==> src/rtl/add_seq_wide.sv <==
// add_seq_wide: WORDS x 32-bit addition, one word per cycle through a single Kogge-Stone adder.
// Optional feature macro ADD_SEQ_SUB_EN adds the sub port (A-B via inverted B words, carry-in forced to 1).

module kogge_stone_32 (
  input  logic [31:0] a_i,
  input  logic [31:0] b_i,
  input  logic        cin_i,
  output logic [31:0] sum_o,
  output logic        cout_o
);

  // Parallel-prefix generate/propagate tree; carry-in folded in after the prefix stage.
  function automatic logic [32:0] ks_add(input logic [31:0] a, input logic [31:0] b, input logic ci);
    logic [31:0] g, p, gn, pn, p0;
    logic [32:0] c;
    g  = a & b;
    p  = a ^ b;
    p0 = p;
    for (int l = 0; l < 5; l++) begin
      gn = g;
      pn = p;
      for (int i = (1 << l); i < 32; i++) begin
        gn[i] = g[i] | (p[i] & g[i - (1 << l)]);
        pn[i] = p[i] & p[i - (1 << l)];
      end
      g = gn;
      p = pn;
    end
    c[0] = ci;
    for (int i = 0; i < 32; i++) begin
      c[i + 1] = g[i] | (p[i] & ci);
    end
    return {c[32], p0 ^ c[31:0]};
  endfunction

  assign {cout_o, sum_o} = ks_add(a_i, b_i, cin_i);

endmodule

module add_seq_wide #(
  parameter int WORDS = 4
) (
  input  logic                clk,
  input  logic                rst_n,
  input  logic                start,
  input  logic [32*WORDS-1:0] op_a,
  input  logic [32*WORDS-1:0] op_b,
  input  logic                cin,
`ifdef ADD_SEQ_SUB_EN
  input  logic                sub,
`endif
  output logic                busy,
  output logic                done,
  output logic [32*WORDS-1:0] result,
  output logic                cout,
  output logic                ovf
);

  localparam int W     = 32 * WORDS;
  localparam int IDX_W = $clog2(WORDS);

  typedef enum logic [1:0] {IDLE = 2'd0, RUN = 2'd1, FIN = 2'd2} state_t;

  state_t           state_q, state_d;
  logic [W-1:0]     a_q, a_d, b_q, b_d, acc_q, acc_d, result_q, result_d;
  logic [IDX_W-1:0] idx_q, idx_d;
  logic             cin_q, cin_d, carry_q, carry_d;
  logic             cout_q, cout_d, ovf_q, ovf_d, busy_q, busy_d, done_q, done_d;
`ifdef ADD_SEQ_SUB_EN
  logic             sub_q, sub_d;
`endif
  logic [31:0]      a_word_s, b_word_s, sum_s;
  logic             add_cin_s, add_cout_s, accept_s, msb_cin_s;

  // Word slice feeding the shared adder; word 0 takes the captured carry-in, later words the chained carry.
  always_comb begin
    a_word_s = a_q[{idx_q, 5'd0} +: 32];
`ifdef ADD_SEQ_SUB_EN
    if (sub_q) begin
      b_word_s = ~b_q[{idx_q, 5'd0} +: 32];
    end else begin
      b_word_s = b_q[{idx_q, 5'd0} +: 32];
    end
    if (idx_q == IDX_W'(0)) begin
      add_cin_s = sub_q ? 1'b1 : cin_q;
    end else begin
      add_cin_s = carry_q;
    end
`else
    b_word_s = b_q[{idx_q, 5'd0} +: 32];
    if (idx_q == IDX_W'(0)) begin
      add_cin_s = cin_q;
    end else begin
      add_cin_s = carry_q;
    end
`endif
  end

  kogge_stone_32 u_adder (
    .a_i    (a_word_s),
    .b_i    (b_word_s),
    .cin_i  (add_cin_s),
    .sum_o  (sum_s),
    .cout_o (add_cout_s)
  );

  assign accept_s  = start & ((state_q == IDLE) | (state_q == FIN));
  // Carry into the top bit is recovered from the top word's operand and sum bits.
  assign msb_cin_s = a_word_s[31] ^ b_word_s[31] ^ sum_s[31];

  // Next-state and datapath update.
  always_comb begin
    state_d  = state_q;
    a_d      = a_q;
    b_d      = b_q;
    cin_d    = cin_q;
`ifdef ADD_SEQ_SUB_EN
    sub_d    = sub_q;
`endif
    idx_d    = idx_q;
    carry_d  = carry_q;
    acc_d    = acc_q;
    result_d = result_q;
    cout_d   = cout_q;
    ovf_d    = ovf_q;
    case (state_q)
      IDLE, FIN: begin
        if (accept_s) begin
          a_d     = op_a;
          b_d     = op_b;
          cin_d   = cin;
`ifdef ADD_SEQ_SUB_EN
          sub_d   = sub;
`endif
          idx_d   = IDX_W'(0);
          state_d = RUN;
        end else begin
          state_d = IDLE;
        end
      end
      RUN: begin
        acc_d[{idx_q, 5'd0} +: 32] = sum_s;
        carry_d = add_cout_s;
        if (idx_q == IDX_W'(WORDS - 1)) begin
          state_d  = FIN;
          result_d = acc_d;
          cout_d   = add_cout_s;
          ovf_d    = msb_cin_s ^ add_cout_s;
        end else begin
          idx_d    = idx_q + IDX_W'(1);
        end
      end
      default: begin
        state_d = IDLE;
      end
    endcase
    busy_d = (state_d == RUN);
    done_d = (state_d == FIN);
  end

  // State and datapath registers.
  always_ff @(posedge clk or negedge rst_n) begin
    if (!rst_n) begin
      state_q  <= IDLE;
      a_q      <= '0;
      b_q      <= '0;
      cin_q    <= 1'b0;
`ifdef ADD_SEQ_SUB_EN
      sub_q    <= 1'b0;
`endif
      idx_q    <= '0;
      carry_q  <= 1'b0;
      acc_q    <= '0;
      result_q <= '0;
      cout_q   <= 1'b0;
      ovf_q    <= 1'b0;
      busy_q   <= 1'b0;
      done_q   <= 1'b0;
    end else begin
      state_q  <= state_d;
      a_q      <= a_d;
      b_q      <= b_d;
      cin_q    <= cin_d;
`ifdef ADD_SEQ_SUB_EN
      sub_q    <= sub_d;
`endif
      idx_q    <= idx_d;
      carry_q  <= carry_d;
      acc_q    <= acc_d;
      result_q <= result_d;
      cout_q   <= cout_d;
      ovf_q    <= ovf_d;
      busy_q   <= busy_d;
      done_q   <= done_d;
    end
  end

  assign busy   = busy_q;
  assign done   = done_q;
  assign result = result_q;
  assign cout   = cout_q;
  assign ovf    = ovf_q;

endmodule

==> config.mk <==
export PLATFORM = sky130hd
export DESIGN_NAME = add_seq_wide
export DESIGN_NICKNAME = d
export VERILOG_FILES = /design/src/rtl/add_seq_wide.sv
export SDC_FILE = /design/constraint.sdc
export NUM_CORES = 1
export LEC_CHECK = 0
export CAP_MARGIN = 40
export CORE_MARGIN = 2
export CORE_UTILIZATION = 41
export CTS_CLUSTER_DIAMETER = 60
export CTS_CLUSTER_SIZE = 8
export DETAILED_ROUTE_END_ITERATION = 10
export GPL_TIMING_DRIVEN = 0
export PLACE_DENSITY = 0.66
export REMOVE_ABC_BUFFERS = 1
export SETUP_SLACK_MARGIN = 0.3
export SLEW_MARGIN = 20
export SYNTH_ARGS = -nofsm -noshare
export SYNTH_HDL_FRONTEND = slang
export SYNTH_SLANG_ARGS = --single-unit
==> constraint.sdc <==
create_clock -name clk -period 11.8 [get_ports clk]
set_input_delay 1.18 -clock clk [delete_from_list [all_inputs] [get_ports clk]]
set_output_delay 1.18 -clock clk [all_outputs]
set_load 0.01 [all_outputs]
=== Yosys cells after proc, flatten, opt, wreduce, memory -nomap -nowiden ===
Cells that the tools add are included.

* Logic and storage cells: 499
* Register bits: 522
* Bits of input ports: 260
* Output and inout bits: 132

* Equality and inequality tests: 7
* Bitwise gates (word level): 459
* Reduce and logical (&&, ||, !) cells: 7
* Add/subtract/negate cells: 2
* Shift operators: 4
* Muxes and demuxes: 8

{| class="wikitable"
|+ Operators by type and width
! cell !! number
|-
| $and 1x1->1 || 291
|-
| $shiftx 128x8->32 || 2
|-
| $or 1x1->1 || 162
|-
| $bwmux 128 || 1
|-
| $shift 32x9->128 const A || 1
|-
| $shiftx 32x9->128 || 1
|-
| $xor 32x32->32 || 2
|-
| $and 32x32->32 || 1
|-
| $neg 7->9 || 1
|-
| $pmux 2 s2 || 2
|-
| $eq 2x2->1 const B || 3
|-
| $mux 2 || 3
|-
| $eq 2x1->1 const B || 2
|-
| $logic_not 2->1 || 2
|-
| $ne 2x2->1 const B || 2
|-
| $reduce_and 2->1 || 2
|-
| $reduce_and 3->1 || 1
|-
| $xor 1x1->1 || 3
|-
| $add 2x1->2 const B || 1
|-
| $mux 1 || 2
|-
| $reduce_bool 2->1 || 1
|-
| $reduce_or 2->1 || 1
|}

=== Longest topological paths before layout ===
Gate-level depths: netlist of the first run.

* Depth in word-level cells: 15
* Gate-level depth with buffers: 14

=== Hierarchy ===
From an unflattened synthesis of the first run, not the netlist that was laid out.

* Cell total of the unflattened synthesis: 1860
* Area, all modules: 23580.1 um2

{| class="wikitable"
|+ By module, submodules not included
! module !! times used !! area each (um2) !! cells each
|-
| add_seq_wide || 1 || 22215.1 || 1669
|-
| kogge_stone_32 || 1 || 1365.1 || 191
|}

=== Least setup slack after synthesis of the first run ===
OpenSTA, ideal clock, no wires.

* Path type: reg2reg
* Start: reg idx_q[0]
* End: reg acc_q[125]
* Path slack: 7.304 ns
* Clock period less this slack: 4.496 ns
* Path buffers: 4
* Arrival time: 4.375 ns
* Cell stages (with the launch flop): 15
* Library setup time: 0.121 ns
* Cells stage by stage: dfrtp_1 > clkbuf_1 > buf_1 > buf_1 > mux4_2 > ha_1 > clkbuf_1 > a21o_1 > a211o_1 > o22ai_1 > o21ai_0 > a31oi_1 > o21ai_1 > xor2_1 > a22o_1

* Cells in the longest elaborated chain, start to end: 15
* Elaborated cells on any way between the ends: 445
* Those cells by class: add/sub (1); shift (4); mux (2); bitwise (437); reduce/logical (1)

{| class="wikitable"
|+ Ends and longest elaborated chain
! item !! RTL line !! text
|-
| start, declared || 66 || <nowiki>logic [IDX_W-1:0] idx_q, idx_d;</nowiki>
|-
| start signal, assigned || 187 || <nowiki>idx_q <= idx_d;</nowiki>
|-
| $shiftx 128x8->32 (on tied branches) || 77, 90 ||
|-
| $xor 32x32->32 / $and 32x32->32 (equally long branches) || 17, 16 ||
|-
| $and 1x1->1 (on tied branches) || 23, 24 ||
|-
| $or 1x1->1 / $and 1x1->1 (equally long branches) || 23 || <nowiki>gn[i] = g[i] | (p[i] & g[i - (1 << l)]);</nowiki>
|-
| $and 1x1->1 / $or 1x1->1 (equally long branches) || 23 ||
|-
| $or 1x1->1 / $and 1x1->1 (equally long branches) || 23 ||
|-
| $and 1x1->1 / $or 1x1->1 (equally long branches) || 23 ||
|-
| $or 1x1->1 / $and 1x1->1 (equally long branches) || 23 ||
|-
| $and 1x1->1 / $or 1x1->1 (equally long branches) || 23 ||
|-
| $or 1x1->1 / $and 1x1->1 (equally long branches) || 23 ||
|-
| $or 1x1->1 || 23 ||
|-
| $or 1x1->1 || 31 || <nowiki>c[i + 1] = g[i] | (p[i] & ci);</nowiki>
|-
| $xor 32x32->32 || 33 || <nowiki>return {c[32], p0 ^ c[31:0]};</nowiki>
|-
| $shiftx 32x9->128 || 142 || <nowiki>acc_d[{idx_q, 5'd0} +: 32] = sum_s;</nowiki>
|-
| $bwmux 128 (*) || 142 ||
|-
| end signal, assigned || 173 || <nowiki>acc_q <= '0;</nowiki>
|-
| end signal, assigned || 189 || <nowiki>acc_q <= acc_d;</nowiki>
|-
| end, declared || 65 || <nowiki>logic [W-1:0] a_q, a_d, b_q, b_d, acc_q, acc_d, result_q, result_d;</nowiki>
|}

Every way passes the cells marked *; elsewhere a longest branch is shown, timed or not.
A chain may end at the register's enable or synchronous reset.

=== Worst setup path after layout of the first run ===
* Start: reg idx_q[0]
* End: reg acc_q[93]

The elaborated chain is that of the path after synthesis.

==> impl_results.md, run 1 <==
* Post_cts resized at 0
* Hold Fails Final Rpt at 0
* Worst min path class: register to register
* Sink Count at 522
* Initial antenna violation count at 4
* Crit-path max cell delay at 750 ps
* Hold buffers post-CTS at 0
* Dpl ws at 6740 ps
* Final layout net count at 3075
* Synthesized cell area at 23800 um^2
* Top cells by count, synth: nand2_1, dfrtp_1, nor2_1
* Max clock buf depth at 3
* Clk Latency, worst-skew pair at 610 ps
* Port bufs at 391
* Placed insts at 3450
* Pwr Density at 349 nW/um^2
* Async S/R FF share, synth at 1.00
* First-pass GRT wire length at 113000 um
* Worst setup EP type: register
* CP Buf/Inv Count at 1
* DRC violations left at 0
* Number of core rows at 88
* Leak at 0.0148 uW
* Synth warn at 0
* Routability Congestion at 0.832
* Final non-filler cell total at 3552
* Total global routing overflow at 0
* CTS tree: yes
* Tmin final at 5020 ps
* EDFF count, synth at 0
* Root buffer cell: clkbuf_16
* Synth-to-Final Area Change at 30.5%
* Setup violators final at 0
* Post-layout power at 10900 uW
* H-tree depth at 3
* Die Y at 245 um
* Die Wd at 245 um
* Slew Viols, Final at 0
* Vias in the first global route at 20100
* Routed Wire Length at 71300 um
* Placeable Area at 57600 um^2
* Crit path DAT at 5560 ps
* Area contributors post-synth: dfrtp_1, nand2_1, mux4_2, a22o_1, nor2_1
* Sequential fraction of the synthesis area at 0.548
* CP Cell Sequence: buf_16 -> mux4_2 -> ha_1 -> a21oi_1 -> o21ai_0 -> a211oi_1 -> o2111ai_1 -> a31oi_1 -> o21ai_1 -> xor2_1 -> a22o_1
* Max IR drop VDD at 0.000217 V
* Setup repair bufs after CTS at 0
* Wire per inst at 20.1 um
* Slowest CP cell: dfrtp_4
* Syn Area/Cell at 9.84 um^2
* RSZ-0062 raised after global routing: false
* Cells after Synth at 2423
* Most frequent cell after synthesis: nand2_1
* Pin count of the biggest net entering global routing at 101
* DP HPWL at 49500 um
* Post-route ant nets at 0
* Post-synth top area cell: dfrtp_1
* Drt pass-1 iters at 6
* Starting DRT DRC Count at 1819
* Num CTS Buffers at 76
* Slew @ Worst Pin at 898 ps
* Via count at 19600
* Top_reg_cell synth: dfrtp_1
* Clk slew on worst S/H paths at 50 ps
* Crit path kind: register to register
* Delay-heaviest family, CP: compound AO/OA/AOI/OAI gates
* Gr usage total at 0.240
* Crit-path max FO at 32
* Max cap viols at 0
* Ports at 392
* Initial core utilization at 0.414
* Status: finished, final reports clean
* Worst endpoint required time at 12340 ps
* Period utilization at 0.426
* Clock Skews at 27.7 ps
* Worst slew margin at 0.400
* Die Area at 60100 um^2
* Max Clk Rate at 0.199 GHz
* Area share of the largest cell type after synthesis at 0.548
* Final setup TNS at 0 ps
* Layout cell share with drive strength beyond 1 at 0.0862
* Distinct cells, synth at 63
* Crit path setup slack, layout at 6780 ps
* Vias per cell at 5.53
* Synthesized flop and latch total at 522
* CP Launch Type: register
==> area by class of cell <==
type,instances,area (um^2)
sequential,522,13100
multi-input combinational,1709,10100
tap,765,957
timing repair buffer,446,4790
clock buffer,81,1970
clock inverter,7,119
antenna,2,5.00
fill,5048,26500
inverter,20,80.1
==> layout by cell type (no fill, tap or decap), types with 25 or more instances in the layout <==
cell type	instances
ha_1	39
nor2_1	221
nand2_1	833
a22o_1	121
clkbuf_16	78
nand3_1	25
a221oi_1	95
mux4_2	64
o21ai_0	39
a21oi_1	55
clkdlybuf4s50_1	390
and3_1	30
dfrtp_1	520
==> where the power goes <==
group	internal (uW)	leakage, uW	total (uW)	switching, uW
sequential	2580	0.00660	3070	489
clock	1210	0.00103	1970	756
combinational	2260	0.00713	5830	3570
==> registers in the layout (all words and copies together) (netlist names) <==
register  flops
a_q         128
acc_q       128
b_q         128
busy          1
carry_q       1
cin_q         1
cout          1
done          1
idx_q         2
ovf           1
result      128
state_q       2
==> routing by layer <==
layer  GRT usage  share of wire
met1       0.326           0.43
met3      0.0462          0.065
met5           0        0.00031
met4      0.0814          0.027
met2       0.386           0.47
==> worst register-to-register path, delay by kind of cell (launching register included) <==
kind,cells,cell delay [ps]
flops,1,750
fa+ha+maj,1,430
mux,1,640
buf+inv,1,320
compound gates,7,2400
xor+xnor,1,410
==> kinds of logic (layout without fill, tap and decap cells) <==
kind of cell             after synthesis  count (layout)  share of synthesized area
adder cells (fa/ha/maj)               40              40                     0.0213
buffers and inverters                192             554                     0.0305
AND/OR/NAND/NOR                     1169            1169                      0.195
AO/OA/AOI/OAI                        400             400                      0.131
multiplexers                          72              72                     0.0639
flip-flops                           522             522                      0.548
other                                  0               2                          0
XOR/XNOR                              28              28                     0.0103
==> stage by stage <==
step | cell area, um^2 | hold slack, ps | util
3_3_place_gp | 28100 | 454 | 0.487
2_1_floorplan | 23200 | 440 | -
4_1_cts | 31000 | 469 | 0.538
5_1_grt | 31100 | 481 | 0.540
3_5_place_dp | 28900 | 457 | 0.502
6_report | 31100 | 465 | 0.540
==> path summary, 6_finish.rpt <==
kind                                       from  slack (ps)  depth (start not counted)                     end
setup / recovery           idx_q[0]$_DFFE_PN0P_        6780                         11   acc_q[93]$_DFFE_PN0P_
hold reg to reg             a_q[76]$_DFFE_PN0P_         470                          2     a_q[76]$_DFFE_PN0P_
hold / removal              a_q[76]$_DFFE_PN0P_         470                          2     a_q[76]$_DFFE_PN0P_
max in group asynchronous                 rst_n        9780                          3  result[25]$_DFFE_PN0P_
min in group asynchronous                 rst_n         570                          1      a_q[9]$_DFFE_PN0P_
setup reg to reg           idx_q[0]$_DFFE_PN0P_        6780                         11   acc_q[93]$_DFFE_PN0P_
(Power assumes the default switching activity.)
==> run 2, diff against run 1 <==
- clock period: 11.8 -> 5.2 ns (I/O delays scaled with it)
==> run 2 against run 1 <==
Against the previous run:
- first-iteration DRC count shrank 6.3%
- global-route usage is essentially flat
- sequential share of layout area shrank 0.052 points
- hold slack lost 18 ps
- total power grew 130%
==> impl_results.md, run 2 (synthesis results as in run 1) <==
* Status: finished, final reports clean
* Vias per cell at 5.53
* Post-layout power at 24700 uW
* Via count at 19700
* First-pass GRT wire length at 113000 um
* Worst endpoint required time at 5740 ps
* Reg2Reg Setup Slack at 560 ps
* Int Pwr at 13800 uW
* Clk slew on worst S/H paths at 50 ps
* Num CTS Buffers at 76
* Period utilization at 0.892
* Leak at 0.0148 uW
* CP Buf/Inv Count at 1
* Max Clk Rate at 0.216 GHz
* Fill cells at 5046
* Clock Skews at 30.2 ps
* Drt pass-1 iters at 6
* Post-route ant nets at 0
* Crit path DAT at 5180 ps
* Most frequent cells in the layout: nand2_1, dfrtp_1, clkdlybuf4s50_1, nor2_1, a22o_1
* Worst slew margin at 0.411
* Setup violators final at 0
* Multi-input gate area at 10100 um^2
* RSZ-0062 raised after global routing: false
* Tmin final at 4640 ps
* Hold Path Origin: op_a[65]
* Slowest CP cell: dfrtp_4
* Worst min path class: input pin to register
* Delay-heaviest family, CP: compound AO/OA/AOI/OAI gates
* Comb power frac at 0.538
* Routed Wire Length at 71500 um
* Placeable Area at 57600 um^2
* Die Wd at 245 um
* Clk pwr share at 0.181
* Wire per inst at 20.1 um
* Sink Count at 522
* Die Y at 245 um
* FF/Latch Area at 13100 um^2
* CP Launch Type: register
* M1 WL at 30700 um
* Max IR drop VDD at 0.000489 V
* Slew Viols, Final at 0
* Die Area at 60100 um^2
* Root buffer cell: clkbuf_16
* CP Launch Point: idx_q[1]$_DFFE_PN0P_
* Initial antenna violation count at 4
* Flop pwr share at 0.281
* Ports at 392
* Max cap viols at 0
* DRC violations left at 0
* Reg-to-Reg End: acc_q[93]$_DFFE_PN0P_
* Pwr Density at 794 nW/um^2
* Sw Ratio at 0.444
* CTS tree: yes
* Pin count of the biggest net entering global routing at 101
* Crit path kind: register to register
* Max clock buf depth at 3
* Slew @ Worst Pin at 881 ps
* Crit-path max cell delay at 850 ps
* Top layer in use: met5
* CP Cell Sequence: buf_12 -> mux4_2 -> ha_1 -> a21oi_1 -> o21ai_0 -> a211oi_1 -> o2111ai_1 -> a31oi_2 -> o21ai_1 -> xor2_1 -> a22o_1
* Total global routing overflow at 0
* Crit-path max FO at 36
* FF-to-FF path depth at 11
* Commonest non-fill, non-tap cell in the layout: nand2_1
* Worst r2r src: idx_q[1]$_DFFE_PN0P_
* Crit path depth at 11
* Starting DRT DRC Count at 1704
* Routed wl met3 at 4790 um
* H-tree depth at 3
* Setup crit end: acc_q[93]$_DFFE_PN0P_
* NetSw at 11000 uW
* Hold slack at 447 ps
* Initial core utilization at 0.414
* Port bufs at 391
* DP HPWL at 49500 um
* Number of core rows at 88
* Final layout net count at 3077
* Placed insts at 3450
* Hold Fails Final Rpt at 0
* Worst setup EP type: register
* Gr usage total at 0.240
* Layout cell share with drive strength beyond 1 at 0.0868
* Clk Latency, worst-skew pair at 610 ps
* Metal2 WL at 34000 um
* Final non-filler cell total at 3554
* Routability Congestion at 0.832
* Vias in the first global route at 20100
* Synth-to-Final Area Change at 30.6%
-- run 2: cell count changes in the layout (fill, tap and decap cells not counted), sizes merged --
| cell | change |
|---|---|
| buf | +1 |
| dlygate4sd3 | +1 |
-- run 2: per-stage QoR --
stage	utilization	TNS (ps)	area (um^2)	setup slack (ps)
final	0.541	0	31100	562
after global routing	0.541	0	31100	305
after CTS	0.539	0	31000	362
after detailed placement	0.502	0	28900	143
after global placement	0.487	-	28100	-18700
after floorplan	-	-1376720	23200	-3730
-- run 2: layer usage --
layer,global-route usage,up-vias
met5,0,-
met4,0.0814,4
met3,0.0462,124
met1,0.326,9775
met2,0.386,728
li1,-,9038
-- run 2: worst min path at each step --
stage                                 to  slack (ps)  cells after the start
finish               a_q[65]$_DFFE_PN0P_         450                      3
global route        a_q[103]$_DFFE_PN0P_         430                      3
CTS                 a_q[103]$_DFFE_PN0P_         410                      3
detailed placement   a_q[96]$_DFFE_PN0P_         460                      2
global placement     a_q[12]$_DFFE_PN0P_         450                      2
floorplan             a_q[0]$_DFFE_PN0P_         220                      0
-- run 2: worst min-delay path, delay by kind of cell --
family,cells,cell delay (ps)
buffers and inverters,1,400
and+or+nand+nor,2,90
-- run 2: timing repair --
item                       in CTS  in global routing
buffers inserted                0                  1
hold buffers                    1                  0
resized for setup               1                  1
hold endpoints to repair       81                  0
setup endpoints to repair      12                 15
-- run 2: power groups by stage --
stage,Combinational [uW],Sequential (uW),Clock (uW)
2_1_floorplan,7960,6980,0
3_3_place_gp,12500,7130,0
3_5_place_dp,12700,7020,0
4_1_cts,12800,6970,4560
5_1_grt,14500,7170,4730
6_report,13300,6950,4470
-- run 2: layout make-up --
cell class              instances  share of cell area
clock inverters                 7             0.00382
multi-input cells            1709               0.325
clock buffers                  81              0.0634
flip-flops and latches        522               0.420
diodes                          2            0.000161
inverters                      20             0.00257
well taps                     765              0.0307
repair buffers                448               0.155
